## src/rtl/rgb_led_arbiter.sv

```systemverilog
// rgb_led_arbiter: shares one RGB LED between three status requesters.
//   Round-robin grant with a minimum display time, a dark gap between owners,
//   per-requester blink and a global PWM brightness.
// Ports:
//   CLK      system clock
//   RST      synchronous reset, active-high
//   REQ      [2:0] per-requester LED request
//   COLOR0-2 [2:0] per-requester colour {R,G,B}
//   BLINK    [2:0] per-requester blink enable
//   BRIGHT   [7:0] global PWM duty (0 = dark, 255 = 255/256 on)
//   GNT      [2:0] one-hot current owner, 000 when none
//   BUSY     high while showing an owner or during the dark gap
//   LED_RGB  [2:0] registered LED drive {R,G,B}, active-high
module rgb_led_arbiter #(
  parameter int unsigned TICK_DIV    = 100000,
  parameter int unsigned HOLD_TICKS  = 500,
  parameter int unsigned GAP_TICKS   = 100,
  parameter int unsigned BLINK_TICKS = 250
) (
  input  logic       CLK,
  input  logic       RST,
  input  logic [2:0] REQ,
  input  logic [2:0] COLOR0,
  input  logic [2:0] COLOR1,
  input  logic [2:0] COLOR2,
  input  logic [2:0] BLINK,
  input  logic [7:0] BRIGHT,
  output logic [2:0] GNT,
  output logic       BUSY,
  output logic [2:0] LED_RGB
);

  localparam int unsigned PrescW = $clog2(TICK_DIV);
  localparam int unsigned HoldW  = $clog2(HOLD_TICKS + 1);
  localparam int unsigned GapW   = (GAP_TICKS > 1) ? $clog2(GAP_TICKS + 1) : 1;
  localparam int unsigned BlinkW = (BLINK_TICKS > 1) ? $clog2(BLINK_TICKS) : 1;

  localparam logic [PrescW-1:0] PrescMax = PrescW'(TICK_DIV - 1);
  localparam logic [HoldW-1:0]  HoldInit = HoldW'(HOLD_TICKS);
  localparam logic [GapW-1:0]   GapInit  = GapW'(GAP_TICKS);
  localparam logic [BlinkW-1:0] BlinkMax = BlinkW'(BLINK_TICKS - 1);

  // StArb holds the winner picked in IDLE for one cycle before the grant.
  typedef enum logic [1:0] {StIdle, StArb, StShow, StGap} state_e;

  state_e            state_q, state_d;
  logic [1:0]        owner_q, owner_d;
  logic [1:0]        pick_q, pick_d;
  logic [PrescW-1:0] presc_q, presc_d;
  logic [HoldW-1:0]  hold_q, hold_d;
  logic [GapW-1:0]   gap_q, gap_d;
  logic [BlinkW-1:0] blink_cnt_q, blink_cnt_d;
  logic              blink_on_q, blink_on_d;
  logic              blink_en_q, blink_en_d;
  logic [2:0]        color_q, color_d;
  logic [7:0]        pwm_q, pwm_d;
  logic [2:0]        led_q, led_d;

  logic       tick;
  logic [1:0] arb_idx;
  logic [2:0] owner_mask;
  logic       hold_done;
  logic       grant;
  logic [1:0] grant_idx;

  // Round-robin: search starts at (last + 1) mod 3; the lowest offset wins.
  function automatic logic [1:0] rr_pick(input logic [2:0] req, input logic [1:0] last);
    logic [1:0] idx;
    logic [1:0] pick;
    pick = last;
    for (int k = 3; k >= 1; k--) begin
      idx = 2'((int'(last) + k) % 3);
      if (req[idx]) pick = idx;
    end
    return pick;
  endfunction

  assign tick       = (presc_q == PrescMax);
  assign arb_idx    = rr_pick(REQ, owner_q);
  assign owner_mask = 3'(3'b001 << owner_q);
  // Expires on the edge of the last tick so a grant lasts exactly HOLD_TICKS ticks.
  assign hold_done  = (hold_q == '0) || (tick && (hold_q == HoldW'(1)));

  always_comb begin
    state_d     = state_q;
    owner_d     = owner_q;
    pick_d      = pick_q;
    presc_d     = tick ? '0 : presc_q + 1'b1;
    hold_d      = hold_q;
    gap_d       = gap_q;
    blink_cnt_d = blink_cnt_q;
    blink_on_d  = blink_on_q;
    blink_en_d  = blink_en_q;
    color_d     = color_q;
    pwm_d       = pwm_q + 8'd1;
    grant       = 1'b0;
    grant_idx   = arb_idx;

    unique case (state_q)
      StIdle: begin
        if (|REQ) begin
          pick_d  = arb_idx;
          state_d = StArb;
        end
      end
      StArb: begin
        grant     = 1'b1;
        grant_idx = pick_q;
      end
      StShow: begin
        if (tick) begin
          if (hold_q != '0) hold_d = hold_q - 1'b1;
          if (blink_cnt_q == BlinkMax) begin
            blink_cnt_d = '0;
            blink_on_d  = ~blink_on_q;
          end else begin
            blink_cnt_d = blink_cnt_q + 1'b1;
          end
        end
        // Leave when hold is over and either the owner let go or someone else waits.
        if (hold_done && (((REQ & owner_mask) == 3'b000) || ((REQ & ~owner_mask) != 3'b000))) begin
          if (GAP_TICKS == 0) begin
            if (|REQ) grant = 1'b1;
            else      state_d = StIdle;
          end else begin
            state_d = StGap;
            gap_d   = GapInit;
            presc_d = '0;
          end
        end
      end
      StGap: begin
        if (tick) begin
          if (gap_q <= GapW'(1)) begin
            if (|REQ) grant = 1'b1;
            else      state_d = StIdle;
          end else begin
            gap_d = gap_q - 1'b1;
          end
        end
      end
      default: state_d = StIdle;
    endcase

    if (grant) begin
      state_d     = StShow;
      owner_d     = grant_idx;
      hold_d      = HoldInit;
      blink_on_d  = 1'b1;
      blink_cnt_d = '0;
      presc_d     = '0;
      case (grant_idx)
        2'd0:    begin color_d = COLOR0; blink_en_d = BLINK[0]; end
        2'd1:    begin color_d = COLOR1; blink_en_d = BLINK[1]; end
        default: begin color_d = COLOR2; blink_en_d = BLINK[2]; end
      endcase
    end
  end

  always_comb begin
    led_d = 3'b000;
    if ((state_q == StShow) && (pwm_q < BRIGHT) && (blink_on_q || !blink_en_q)) begin
      led_d = color_q;
    end
  end

  always_ff @(posedge CLK) begin
    if (RST) begin
      state_q     <= StIdle;
      owner_q     <= 2'd2;
      pick_q      <= 2'd0;
      presc_q     <= '0;
      hold_q      <= '0;
      gap_q       <= '0;
      blink_cnt_q <= '0;
      blink_on_q  <= 1'b0;
      blink_en_q  <= 1'b0;
      color_q     <= 3'b000;
      pwm_q       <= 8'd0;
      led_q       <= 3'b000;
    end else begin
      state_q     <= state_d;
      owner_q     <= owner_d;
      pick_q      <= pick_d;
      presc_q     <= presc_d;
      hold_q      <= hold_d;
      gap_q       <= gap_d;
      blink_cnt_q <= blink_cnt_d;
      blink_on_q  <= blink_on_d;
      blink_en_q  <= blink_en_d;
      color_q     <= color_d;
      pwm_q       <= pwm_d;
      led_q       <= led_d;
    end
  end

  assign GNT     = (state_q == StShow) ? owner_mask : 3'b000;
  assign BUSY    = (state_q == StShow) || (state_q == StGap);
  assign LED_RGB = led_q;

endmodule

```

## config.mk

```make
export PLATFORM = sky130hd
export DESIGN_NAME = rgb_led_arbiter
export DESIGN_NICKNAME = d
export VERILOG_FILES = /design/src/rtl/rgb_led_arbiter.sv
export SDC_FILE = /design/constraint.sdc
export NUM_CORES = 1
export LEC_CHECK = 0
export CELL_PAD_IN_SITES_DETAIL_PLACEMENT = 0
export CELL_PAD_IN_SITES_GLOBAL_PLACEMENT = 1
export CORE_MARGIN = 5
export CORE_UTILIZATION = 49
export CTS_BUF_LIST = sky130_fd_sc_hd__clkbuf_2
export DETAILED_ROUTE_END_ITERATION = 7
export PLACE_DENSITY_LB_ADDON = 0.1
export SETUP_SLACK_MARGIN = 0.1
export SLEW_MARGIN = 0
export SYNTH_ARGS = -nofsm -noshare
export SYNTH_HDL_FRONTEND = slang
export SYNTH_SLANG_ARGS = --single-unit
```

## constraint.sdc

```tcl
create_clock -name CLK -period 4.4 [get_ports CLK]
set_input_delay 1.32 -clock CLK [delete_from_list [all_inputs] [get_ports CLK]]
set_output_delay 1.32 -clock CLK [all_outputs]
set_load 0.05 [all_outputs]
```

==> results_tabular.tex <==
\begin{tabular}{lr}
\hline
Metric & Value \\
\hline
\multicolumn{2}{l}{\textbf{Worst hold path}} \\
Worst min-delay path startpoint & color\_q[1] \\
Endpoint, Worst Hold & LED\_RGB[1] \\
Count of cells along the worst hold path & 2 \\
Class of the most critical hold timing path & flop to flop \\
\multicolumn{2}{l}{\textbf{Critical path}} \\
Crit-path cells & inv\_1 > ha\_1 > buf\_4 > or2\_2 > clkdlybuf4s50\_1 \\
Highest-delay cell along the critical path & clkdlybuf4s50\_1 \\
Reg-to-reg slack, setup & 1.37 ns \\
Beginning of the worst register-to-register path & owner\_q[1] \\
Buffers \& Inverters on Critical Path & 3 \\
Crit Path Max Fanout & 19 \\
Worst endpoint required time & 3.08 ns \\
Setup Crit Path Kind & flop to output port \\
Type of destination of the critical path & output port \\
Element type at the critical path start & flop \\
Family with the most delay on the worst path & buffers and inverters \\
Slowest stage delay, CP & 0.71 ns \\
Reg2Reg Capture Point & color\_q[0] \\
Cell count of the worst reg-to-reg path & 8 \\
Arrival @ worst endpoint & 2.55 ns \\
\multicolumn{2}{l}{\textbf{Timing}} \\
Final Hold Viols & 0 \\
Slew of the pin with the lowest slew margin & 0.831 ns \\
Unrepaired setup endpoints after global routing & no \\
Final total negative setup slack & 0 ns \\
Share of the cycle needed by the critical path after routing & 87.9\% \\
Maximum clock skew at final layout & 0.0225 ns \\
Final number of max-transition violations & 0 \\
Headroom to the max-slew limit & 43.1\% \\
\# setup viols final & 0 \\
Final worst hold slack & 0.465 ns \\
Worst Slack Setup Final & 0.532 ns \\
Post-layout min period & 3.87 ns \\
Maximum clock frequency & 259 MHz \\
\multicolumn{2}{l}{\textbf{Yosys}} \\
Cells after synthesis & 440 \\
EDFF count, synth & 0 \\
Cell area after technology mapping & 3710 um2 \\
Register bit count reported by yosys & 63 \\
Number of distinct library cells after synthesis & 56 \\
Syn avg cell area & 8.43 um2 \\
Net count after synthesis & 492 \\
Async set-reset flop share out of synthesis & 0\% \\
Sequential-to-total area share from yosys stat & 34.0\% \\
Synth Warn \# & 0 \\
Most frequently used flop master after synthesis & dfxtp\_1 \\
\multicolumn{2}{l}{\textbf{GRT}} \\
Number of antenna violations at the first check in global routing & 0 \\
Maximum number of pins on one net before global-route repair & 25 \\
Total global routing overflow & 0 \\
Vias in the first global route & 2935 \\
First-pass GRT wire length & 13.8 mm \\
All-Layer GR Usage & 17.4\% \\
\multicolumn{2}{l}{\textbf{Power}} \\
Leakage dissipation & 1.66 nW \\
Total Power Consumption & 1.80 mW \\
VDD IR-drop max & 265 uV \\
Power per unit of standard cell area & 429 nW/um2 \\
\multicolumn{2}{l}{\textbf{Place}} \\
DP HPWL & 5.87 mm \\
Setup slack at placement & 0.583 ns \\
Post-Place Cells & 556 \\
Cell area after placement & 4090 um2 \\
Number of port buffers & 31 \\
Routability congestion estimate & 0.779 \\
\multicolumn{2}{l}{\textbf{Floorplanning}} \\
Placeable core area & 7290 um2 \\
Number of primary I/O pins & 32 \\
Die area & 9410 um2 \\
Chip Height & 97.0 um \\
Row cnt & 31 \\
Initial core utilization & 50.8\% \\
Chip width & 97.0 um \\
\multicolumn{2}{l}{\textbf{Layout}} \\
Number of fillers in the final layout & 728 \\
Nets & 520 \\
Finished Layout Cells & 572 \\
Most used cells in the layout excluding fill and tap cells & dfxtp\_1, nor2\_1, clkdlybuf4s50\_1 \\
Diode count & 0 \\
End-of-flow core utilization & 57.7\% \\
Share of final-layout standard cells stronger than drive strength 1 & 6.13\% \\
Post-route cell area & 4210 um2 \\
Area Growth Syn to Fin & 13.5\% \\
Most common cell after layout, fill and taps aside & dfxtp\_1 \\
\multicolumn{2}{l}{\textbf{Status}} \\
Run status & completed \\
\multicolumn{2}{l}{\textbf{CTS}} \\
Root buf cell & clkbuf\_2 \\
Cells resized by post-CTS repair & 0 \\
Number of buffers inserted by hold repair at cts & 0 \\
CTS Buf Count & 9 \\
Reg clk slew, reported paths & 0.20 ns \\
TritonCTS clock tree & done \\
Buffers inserted during post-CTS setup optimization & 0 \\
Number of buffers between clock root and the deepest sink & 2 \\
Number of H-tree levels & 3 \\
Clock latency on the worst-skew pair & 0.49 ns \\
Number of clock sinks & 63 \\
\multicolumn{2}{l}{\textbf{Drt}} \\
Vias & 3128 \\
Wire length per cell & 14.0 um \\
Remaining antenna violation count after routing & 0 \\
Final Routed Wirelength & 8.00 mm \\
First drt pass iteration count & 5 \\
Violation count after the first detailed-route iteration & 102 \\
Number of design rule violations left after detail routing & 0 \\
Mean number of vias per cell & 5.47 \\
\multicolumn{2}{l}{\textbf{Flow run}} \\
Max-cap violations & 0 \\
\hline
\end{tabular}
worst max path at each step:
| stage | cells past startpoint | slack [ns] | end | from |
|---|---|---|---|---|
| after floorplan | 7 | 1.40 | gap_q[4] | REQ[2] |
| after global placement | 7 | 0.59 | color_q[0] | REQ[2] |
| after detailed placement | 7 | 0.58 | color_q[0] | REQ[2] |
| after CTS | 5 | 0.49 | BUSY | state_q[0] |
| after global routing | 5 | 0.40 | BUSY | state_q[0] |
| final | 5 | 0.53 | BUSY | state_q[0] |
worst min-delay path: cells and delay by family (launching register included):
family          cells  cell delay [ns]
compound gates      1             0.04
flops               1             0.35
simple gates        1             0.08
where the power goes:
group / switching (mW) / leakage, nW / internal [mW] / total (mW)
combinational: 0.429 / 1.08 / 0.290 / 0.719
sequential: 0.0810 / 0.512 / 0.647 / 0.728
clock: 0.225 / 0.0683 / 0.132 / 0.357
metal layers:
layer / routed length [um] / up-vias / part of all wire, % / track usage (%)
li1: - / 1615 / - / -
met5: 0 / - / 0 / 0
met1: 3910 / 1455 / 49 / 22.3
met2: 3780 / 46 / 47 / 28.3
met4: 91 / 0 / 1.1 / 6.05
met3: 229 / 12 / 2.9 / 4.24
sequential cells by signal, summed over array words and instances, names as in the netlist, named ones only:
register     count
LED_RGB          3
blink_cnt_q      8
blink_en_q       1
blink_on_q       1
color_q          3
gap_q            7
hold_q           9
owner_q          2
pick_q           2
presc_q         17
pwm_q            8
state_q          1
cell type report:
| class | instances | area, um2 | area share, % |
|---|---|---|---|
| well taps | 99 | 124 | 2.94 |
| inverters | 20 | 75.1 | 1.78 |
| flip-flops and latches | 63 | 1260 | 30.0 |
| multi-input cells | 341 | 2310 | 54.8 |
| clock buffers | 9 | 45.0 | 1.07 |
| clock inverters | 7 | 72.6 | 1.72 |
| repair buffers | 33 | 325 | 7.73 |
Yosys cell counts, drive strengths merged, types with 3 or more instances:
master  count  area, um2
a211o       3       26.3
a21boi      3       22.5
a21o        6       45.0
a21oi      28        140
a31oi       3       18.8
and2        6       37.5
and3       12       75.1
and4        4       37.5
buf         5       23.8
clkbuf     11       41.3
dfxtp      63       1260
ha         27        338
inv        20       75.1
mux2i       7       70.1
nand2      25       93.8
nand2b      6       37.5
nand3      26        130
nand3b      7       52.6
nand4      10       62.6
nand4b      4       35.0
nor2       55        214
nor2b       6       37.5
nor3       10       66.3
nor3b       3       22.5
nor4        7       58.8
o21ai       6       30.0
o22ai       3       18.8
o31ai       3       22.5
o41ai       3       26.3
or3         4       25.0
or4         3       26.3
xnor2      13        114
xor2       26        228
cells by family (layout without fill, tap and decap cells):
group	Yosys count	in the layout	synth area share, %
adder cells (fa/ha/maj)	27	27	9.11
AND/OR/NAND/NOR	193	193	28.5
flip-flops	63	63	34.0
AO/OA/AOI/OAI	73	73	12.9
XOR/XNOR	39	39	9.21
multiplexers	9	9	2.50
buffers and inverters	36	69	3.78
Note: power is estimated with default switching activity, not from simulation.
